===== src/rtl/multiplier_sequencer_if.sv =====
`default_nettype none
// ============================================================================
//  Module      : multiplier_sequencer_if
//  Description : Bundles the sequencer's handshake, operand and shift-register
//                control signals. The master side is the system plus the two
//                shift registers; the slave side is the sequencer itself.
//  Revision    : 1.0 - initial release
// ============================================================================
interface multiplier_sequencer_if #(
   parameter int WORD_LENGTH = 4,
   parameter int WORD        = WORD_LENGTH * 2
);
   // system handshake and operands
   logic                   start;
   logic [WORD_LENGTH-1:0] multiplicand;
   logic [WORD_LENGTH-1:0] multiplier;

   // feedback from the shift registers
   logic [WORD-1:0]        multiplicandShifted;
   logic                   multiplierBit;

   // control towards the shift registers
   logic [WORD_LENGTH-1:0] multiplicandLoad;
   logic [WORD_LENGTH-1:0] multiplierLoad;
   logic                   load;
   logic                   shift;

   // result and status towards the system
   logic [WORD-1:0]        product;
   logic                   ready;
   logic                   busy;

   modport master (
      output start,
      output multiplicand,
      output multiplier,
      output multiplicandShifted,
      output multiplierBit,
      input  multiplicandLoad,
      input  multiplierLoad,
      input  load,
      input  shift,
      input  product,
      input  ready,
      input  busy
   );

   modport slave (
      input  start,
      input  multiplicand,
      input  multiplier,
      input  multiplicandShifted,
      input  multiplierBit,
      output multiplicandLoad,
      output multiplierLoad,
      output load,
      output shift,
      output product,
      output ready,
      output busy
   );
endinterface
`default_nettype wire


===== src/rtl/multiplier_sequencer.sv =====
`default_nettype none
// ============================================================================
//  Module      : multiplier_sequencer
//  Description : Control and accumulate stage of a shift-and-add multiplier.
//                Loads the external left (multiplicand) and right (multiplier)
//                shift registers, shifts them WORD_LENGTH times and adds the
//                left register's value into the accumulator whenever the right
//                register's LSB is set. Start/ready handshake to the system.
//  Revision    : 1.0 - initial release
// ============================================================================
module multiplier_sequencer #(
   parameter int WORD_LENGTH = 4,
   parameter int WORD        = WORD_LENGTH * 2,
   parameter int COUNT_WIDTH = $clog2(WORD_LENGTH + 1)
) (
   input  wire logic             clk,
   input  wire logic             reset,
   multiplier_sequencer_if.slave bus
);

   typedef enum logic [1:0] {
      S_IDLE = 2'd0,
      S_LOAD = 2'd1,
      S_CALC = 2'd2,
      S_DONE = 2'd3
   } state_t;

   localparam logic [COUNT_WIDTH-1:0] c_LAST_ITER = COUNT_WIDTH'(WORD_LENGTH - 1);

   state_t                 r_state;
   state_t                 w_nextState;
   logic [COUNT_WIDTH-1:0] r_counter;
   logic [WORD-1:0]        r_acc;
   logic [WORD-1:0]        r_product;
   logic [WORD_LENGTH-1:0] r_multiplicandLoad;
   logic [WORD_LENGTH-1:0] r_multiplierLoad;
   logic                   w_lastIter;
   logic                   w_accept;
   logic [WORD-1:0]        w_accNext;

   // A start is only honoured while idle; anything else is dropped.
   assign w_accept   = (r_state == S_IDLE) && bus.start;
   assign w_lastIter = (r_counter == c_LAST_ITER);

   // Partial product uses the register contents present before this edge's shift.
   assign w_accNext  = bus.multiplierBit ? (r_acc + bus.multiplicandShifted) : r_acc;

   // State register.
   always_ff @(posedge clk) begin
      if (reset) begin
         r_state <= S_IDLE;
      end else begin
         r_state <= w_nextState;
      end
   end

   // Next-state decode: one LOAD cycle, WORD_LENGTH CALC cycles, one DONE cycle.
   always_comb begin
      w_nextState = r_state;
      case (r_state)
         S_IDLE: begin
            if (bus.start) begin
               w_nextState = S_LOAD;
            end
         end
         S_LOAD: begin
            w_nextState = S_CALC;
         end
         S_CALC: begin
            if (w_lastIter) begin
               w_nextState = S_DONE;
            end
         end
         S_DONE: begin
            w_nextState = S_IDLE;
         end
         default: begin
            w_nextState = S_IDLE;
         end
      endcase
   end

   // Operand capture: held until the next accepted start.
   always_ff @(posedge clk) begin
      if (reset) begin
         r_multiplicandLoad <= '0;
         r_multiplierLoad   <= '0;
      end else if (w_accept) begin
         r_multiplicandLoad <= bus.multiplicand;
         r_multiplierLoad   <= bus.multiplier;
      end
   end

   // Iteration counter: cleared while loading, advanced once per CALC cycle.
   always_ff @(posedge clk) begin
      if (reset) begin
         r_counter <= '0;
      end else if (r_state == S_LOAD) begin
         r_counter <= '0;
      end else if (r_state == S_CALC) begin
         r_counter <= r_counter + COUNT_WIDTH'(1);
      end
   end

   // Accumulator: cleared while loading, conditionally summed in CALC.
   always_ff @(posedge clk) begin
      if (reset) begin
         r_acc <= '0;
      end else if (r_state == S_LOAD) begin
         r_acc <= '0;
      end else if (r_state == S_CALC) begin
         r_acc <= w_accNext;
      end
   end

   // Product register: takes the final sum on the edge that enters DONE, so it
   // is already valid while ready is high, and is held otherwise.
   always_ff @(posedge clk) begin
      if (reset) begin
         r_product <= '0;
      end else if ((r_state == S_CALC) && w_lastIter) begin
         r_product <= w_accNext;
      end
   end

   // Strobes are pure state decodes, so start never reaches an output combinationally
   // and load/shift can never coincide.
   assign bus.load             = (r_state == S_LOAD);
   assign bus.shift            = (r_state == S_CALC);
   assign bus.ready            = (r_state == S_DONE);
   assign bus.busy             = (r_state != S_IDLE);
   assign bus.product          = r_product;
   assign bus.multiplicandLoad = r_multiplicandLoad;
   assign bus.multiplierLoad   = r_multiplierLoad;

endmodule
`default_nettype wire


===== src/flat_wrapper.sv =====
// flat-port wrapper written by rule: the top's interface ports become plain ports
module multiplier_sequencer_flat 
#(
   parameter int WORD_LENGTH = 4,
   parameter int WORD        = WORD_LENGTH * 2,
   parameter int COUNT_WIDTH = $clog2(WORD_LENGTH + 1)
)
  (clk, reset, bus_start, bus_multiplicand, bus_multiplier, bus_multiplicandShifted, bus_multiplierBit, bus_multiplicandLoad, bus_multiplierLoad, bus_load, bus_shift, bus_product, bus_ready, bus_busy);
  multiplier_sequencer_if #(.WORD_LENGTH(WORD_LENGTH), .WORD(WORD)) bus_i ();
  input  wire logic clk;
  input  wire logic reset;
  input wire logic [$bits(bus_i.start)-1:0] bus_start;
  input wire logic [$bits(bus_i.multiplicand)-1:0] bus_multiplicand;
  input wire logic [$bits(bus_i.multiplier)-1:0] bus_multiplier;
  input wire logic [$bits(bus_i.multiplicandShifted)-1:0] bus_multiplicandShifted;
  input wire logic [$bits(bus_i.multiplierBit)-1:0] bus_multiplierBit;
  output wire logic [$bits(bus_i.multiplicandLoad)-1:0] bus_multiplicandLoad;
  output wire logic [$bits(bus_i.multiplierLoad)-1:0] bus_multiplierLoad;
  output wire logic [$bits(bus_i.load)-1:0] bus_load;
  output wire logic [$bits(bus_i.shift)-1:0] bus_shift;
  output wire logic [$bits(bus_i.product)-1:0] bus_product;
  output wire logic [$bits(bus_i.ready)-1:0] bus_ready;
  output wire logic [$bits(bus_i.busy)-1:0] bus_busy;
  assign bus_i.start = bus_start;
  assign bus_i.multiplicand = bus_multiplicand;
  assign bus_i.multiplier = bus_multiplier;
  assign bus_i.multiplicandShifted = bus_multiplicandShifted;
  assign bus_i.multiplierBit = bus_multiplierBit;
  assign bus_multiplicandLoad = bus_i.multiplicandLoad;
  assign bus_multiplierLoad = bus_i.multiplierLoad;
  assign bus_load = bus_i.load;
  assign bus_shift = bus_i.shift;
  assign bus_product = bus_i.product;
  assign bus_ready = bus_i.ready;
  assign bus_busy = bus_i.busy;
  multiplier_sequencer #(.WORD_LENGTH(WORD_LENGTH), .WORD(WORD), .COUNT_WIDTH(COUNT_WIDTH)) u_core (.clk(clk), .reset(reset), .bus(bus_i));
endmodule

===== config.mk =====
export PLATFORM = sky130hd
export DESIGN_NAME = multiplier_sequencer_flat
export DESIGN_NICKNAME = d
export VERILOG_FILES = /design/src/rtl/multiplier_sequencer_if.sv /design/src/rtl/multiplier_sequencer.sv /design/src/flat_wrapper.sv
export SDC_FILE = /design/constraint.sdc
export NUM_CORES = 1
export LEC_CHECK = 0
export BUFFER_PORTS_ARGS = -buffer_cell sky130_fd_sc_hd__buf_2
export CAP_MARGIN = 25
export CORE_UTILIZATION = 35
export DETAILED_ROUTE_END_ITERATION = 10
export PLACE_DENSITY = 0.67
export SLEW_MARGIN = 30
export SYNTH_ARGS = -nofsm -noshare
export SYNTH_HDL_FRONTEND = slang
export SYNTH_SLANG_ARGS = --single-unit

===== constraint.sdc =====
create_clock -name clk -period 4.5 [get_ports clk]
set_input_delay 0.45 -clock clk [delete_from_list [all_inputs] [get_ports clk]]
set_output_delay 0.45 -clock clk [all_outputs]
set_load 0.01 [all_outputs]

# Word level (Yosys, flattened, before mapping)
# Cells that the tools add are included.
totals:
  inputBits: 20
  reg_bits: 29
  elab_cells: 24
classes:
  add_sub_neg: 2
  n_reduce_logical: 6
  n_eq_ne: 6
  n_mux: 4
ops:
  columns: ["op", "count"]
  rows:
  - ["$add A8 B8 Y8", 1]
  - ["$mux W8", 1]
  - ["$pmux W2 S4", 1]
  - ["$eq A2 B2 Y1 const B", 2]
  - ["$mux W2", 2]
  - ["$add A3 B1 Y3 const B", 1]
  - ["$eq A3 B2 Y1 const B", 1]
  - ["$eq A2 B1 Y1 const B", 1]
  - ["$logic_and A1 B1 Y1", 2]
  - ["$logic_not A2 Y1", 1]
  - ["$ne A2 B1 Y1 const B", 1]
  - ["$ne A2 B2 Y1 const B", 1]
  - ["$reduce_and A2 Y1", 1]
  - ["$reduce_bool A2 Y1", 1]
  - ["$reduce_or A2 Y1", 1]

# Longest topological paths before layout
depth:
  depth_word: 3
  depth_mapped: 8
  ltp_nobuf: 8

# Worst setup path after synthesis
# OpenSTA, ideal clock, no wires.
synth_timing:
  path_type: "input to register"
  from: "input port bus_multiplicandShifted[0]"
  to: "register u_core.r_acc[6]"
  path_slack_ps: 2533
  setup_time_ps: 117
  arrival_ps: 1849
  required_ps: 4383
  path_stages: 8
  cell_sequence: "ha_1 inv_1 fa_1 nor2b_1 o21a_1 o211a_1 o311a_1 a32o_1"
synth_via:
  elab_chain_cells: 2
synth_lines:
  columns: ["item", "line", "rtl"]
  rows:
  - ["start, declared", "flat_wrapper.sv:15", "input wire logic [$bits(bus_i.multiplicandShifted)-1:0] bus_multiplicandShifted;"]
  - ["$add A8 B8 Y8", "multiplier_sequencer.sv:46", "assign w_accNext = bus.multiplierBit ? (r_acc + bus.multiplicandShifted) : r_acc;"]
  - ["$mux W8", "multiplier_sequencer.sv:46", null]
  - ["end signal, assigned", "multiplier_sequencer.sv:112", "r_acc <= w_accNext;"]
  - ["end, declared", "multiplier_sequencer.sv:33", "logic [WORD-1:0] r_acc;"]
# Every way passes these cells.
# A chain may end at the register's enable or synchronous reset.

# Worst setup path after layout
layout_timing:
  from: "register u_core.r_state[0]"
  to: "register u_core.r_product[6] (netlist: u_core.bus.product[6])"
layout_via:
  elab_chain_cells: 2
layout_lines:
  columns: ["item", "line", "rtl"]
  rows:
  - ["start, declared", "multiplier_sequencer.sv:30", "state_t r_state;"]
  - ["start signal, assigned", "multiplier_sequencer.sv:53", "r_state <= w_nextState;"]
  - ["$eq A2 B2 Y1", "multiplier_sequencer.sv:121", "end else if ((r_state == S_CALC) && w_lastIter) begin"]
  - ["$logic_and A1 B1 Y1", "multiplier_sequencer.sv:121", null]
  - ["end signal, assigned", "multiplier_sequencer.sv:122", "r_product <= w_accNext;"]
  - ["end, declared", "multiplier_sequencer.sv:34", "logic [WORD-1:0] r_product;"]
# Every way passes these cells.

==> results.sh <==
export IMPL_path_clk_slew_ns=0.06
export IMPL_placed_area_um2=1830
export IMPL_hold_buffers=0
export IMPL_mostFrequentLayoutCell="buf_2"
export IMPL_power_density_nw_per_um2=414
export IMPL_cp_end_kind="register"
export IMPL_design_area_um2=1910
export IMPL_leakagePower_nw=0.856
export IMPL_fp_row_count=24
export IMPL_dieArea_um2=4890
export IMPL_drtAntennaViolNets=0
export IMPL_cts_max_level=2
export IMPL_grt_pass1_vias=1367
export IMPL_top_layer_used="met4"
export IMPL_grt_use_total_pct=16.1
export IMPL_synth_fp_nets=228
export IMPL_critPathLaunchType="register"
export IMPL_grt_overflow_total=0
export IMPL_wl_per_cell_um=12.8
export IMPL_grt_antenna_before_repair=0
export IMPL_synth_top_area_share_pct=35.9
export IMPL_layout_common_cells="buf_2, dfxtp_1, a21oi_1"
export IMPL_setup_tns_ns=0
export IMPL_synthTopCellsByArea="dfxtp_1, ha_1, a21oi_1, mux2i_1, nand2_1"
export IMPL_peakVddDrop_v=0.000262
export IMPL_clockBufferDepth=2
export IMPL_nNetsFinal=262
export IMPL_period_share_pct=45.8
export IMPL_dp_hpwl_mm=2.69
export IMPL_post_route_min_period_ns=2.06
export IMPL_syn_cell_area_um2=1620
export IMPL_grt_max_degree=19
export IMPL_coreArea_um2=4380
export IMPL_r2r_cells=7
export IMPL_ys_seq_elements=29
export IMPL_hold_path_class="input pin to register"
export IMPL_start_util_pct=36.9
export IMPL_crit_end="u_core.bus.product[6]$_SDFFE_PP0P_"
export IMPL_synth_top_area_cell="dfxtp_1"
export IMPL_worstSetupStartpoint="u_core.r_state[0]$_SDFFE_PP0P_"
export IMPL_synth_cell_types=44
export IMPL_slew_viol_final=0
export IMPL_num_io_pins=40
export IMPL_fmax_mhz=485
export IMPL_wl_met1_mm=1.67
export IMPL_met3_length_um=141
export IMPL_reg2reg_slack_ns=2.44
export IMPL_reg2reg_to="u_core.bus.product[6]$_SDFFE_PP0P_"
export IMPL_setup_viol=0
export IMPL_rsz0062_at_grt="no"
export IMPL_first_pass_iters=6
export IMPL_grt_pass1_wl_mm=6.22
export IMPL_cts_resized=0
export IMPL_worstPathArrival_ns=2.23
export IMPL_die_h_um=70.0
export IMPL_post_route_drc_count=0
export IMPL_slew_headroom_pct=66.9
export IMPL_worst_path_max_fanout=16
export IMPL_portBuffers=39
export IMPL_clkLatencyLatePin_ns=0.28
export IMPL_cts_made_buffers=5
export IMPL_hold_viol_final=0
export IMPL_met2_length_mm=1.70
export IMPL_die_w_um=70.0
export IMPL_status="complete, no violations"
export IMPL_num_fill_cells=469
export IMPL_tritoncts="built"
export IMPL_post_cts_setup_buffers=0
export IMPL_ys_warn_count=0
export IMPL_wl_mm=3.59
export IMPL_worstPathRequired_ns=4.67
export IMPL_cap_violations=0
export IMPL_synth_avg_cell_area_um2=8.38
export IMPL_drt_iter0_drc=101
export IMPL_ys_seq_area_share_pct=35.9
export IMPL_routed_via_count=1438
export IMPL_fin_skew_ns=0.00509
export IMPL_clock_sinks=29
export IMPL_syn_inst=193
export IMPL_crit_type="register to register"
export IMPL_worst_pin_slew_ns=0.496
export IMPL_reg2reg_from="u_core.r_state[0]$_SDFFE_PP0P_"
export IMPL_area_growth_pct=18.2
export IMPL_root_buffer="clkbuf_8"
export IMPL_routabilityCongestion=0.796
export IMPL_drive_above_1_share_pct=21.9
export IMPL_diodes=0
export IMPL_via_per_inst=5.14
## kinds of logic (layout without fill, tap and decap cells)
family	after synthesis	count (layout)	share of synthesized area (%)
and+or+nand+nor	66	66	20.6
AOI/OAI and AO/OA	51	51	19.8
DFF	29	29	35.9
buffers and inverters	21	56	5.11
adders and majority gates	15	15	12.1
muxes	7	7	4.33
xor gates and xnor gates	4	4	2.17
## Yosys cell counts (all sizes together)
| master | instances |
|---|---|
| a311o | 1 |
| nor3 | 4 |
| nor2b | 2 |
| clkbuf | 8 |
| and3 | 1 |
| o21a | 2 |
| mux2i | 7 |
| and2 | 3 |
| ha | 14 |
| inv | 9 |
| nor4b | 2 |
| a31oi | 1 |
| or3 | 1 |
| nand3b | 2 |
| xor2 | 1 |
| xnor2 | 3 |
| a21o | 1 |
| o21bai | 1 |
| nor3b | 2 |
| a211oi | 6 |
| nand2 | 17 |
| nor2 | 14 |
| nand4 | 1 |
| nand2b | 2 |
| o211ai | 1 |
| a21oi | 22 |
| dfxtp | 29 |
| buf | 4 |
| nor4 | 1 |
| o311a | 1 |
| fa | 1 |
| a32o | 1 |
| a41oi | 1 |
| o21ai | 10 |
| nand3 | 11 |
| o311ai | 1 |
| o2111ai | 1 |
| or2 | 3 |
| o211a | 1 |
## per-layer routing
metal | vias up | global-route usage (%)
li1 | 751 | -
met1 | 655 | 19.3
met2 | 26 | 25.7
met3 | 6 | 5.05
met4 | 0 | 8.22
met5 | - | 0
## worst min-delay path by stage
stage / from / depth (start not counted) / slack, ns / endpoint
final: bus_multiplicand[1] / 3 / 0.41 / u_core.bus.multiplicandLoad[1]$_SDFFE_PP0P_
after global routing: bus_multiplicand[0] / 3 / 0.42 / u_core.bus.multiplicandLoad[0]$_SDFFE_PP0P_
after CTS: bus_multiplicand[1] / 3 / 0.41 / u_core.bus.multiplicandLoad[1]$_SDFFE_PP0P_
after detailed placement: u_core.bus.multiplierLoad[2]$_SDFFE_PP0P_ / 2 / 0.45 / u_core.bus.multiplierLoad[2]$_SDFFE_PP0P_
after global placement: u_core.bus.product[1]$_SDFFE_PP0P_ / 2 / 0.44 / u_core.bus.product[1]$_SDFFE_PP0P_
after floorplan: u_core.r_acc[4]$_SDFFE_PP0P_ / 2 / 0.45 / u_core.r_acc[4]$_SDFFE_PP0P_
## sequential cells by signal, indices dropped and copies added (netlist names)
register,cells
u_core.bus.multiplicandLoad,4
u_core.r_counter,3
u_core.r_acc,8
u_core.bus.product,8
u_core.bus.multiplierLoad,4
u_core.r_state,2
## power breakdown
part           internal, mW  total (mW)  leakage, nW  switching [mW]
registers             0.293       0.317        0.236          0.0240
clock network         0.107       0.203       0.0450          0.0959
logic                 0.111       0.272        0.575           0.161
## cell type report
class | instances | area [µm²] | area share [%]
well taps | 52 | 65.1 | 3.41
clock buffers | 6 | 72.6 | 3.80
multi-input cells | 143 | 953 | 49.9
inverters | 9 | 33.8 | 1.77
flip-flops and latches | 29 | 581 | 30.4
clock inverters | 2 | 10.0 | 0.524
repair buffers | 39 | 195 | 10.2
## stage by stage
| stage | setup slack [ns] | total power [mW] | instances | hold WS [ns] | util (%) |
|---|---|---|---|---|---|
| global route | 2.21 | 0.855 | 280 | 0.424 | 43.6 |
| detailed placement | 2.32 | 0.598 | 272 | 0.447 | 41.7 |
| CTS | 2.46 | 0.804 | 280 | 0.406 | 43.6 |
| floorplan | 2.53 | 0.522 | 193 | 0.448 | - |
| global placement | 2.33 | 0.595 | 272 | 0.439 | 41.7 |
| finish | 2.44 | 0.792 | 280 | 0.413 | 43.6 |
## worst max-delay path, stage by stage, from the launching register on
cell and delay [ns]:
dfxtp_1 0.34, inv_1 0.11, ha_1 0.47, and2_1 0.52
and3_1 0.22, o2111ai_1 0.10, o311ai_1 0.11, nor2_1 0.07
No activity file was read; power rests on OpenSTA's default activity.
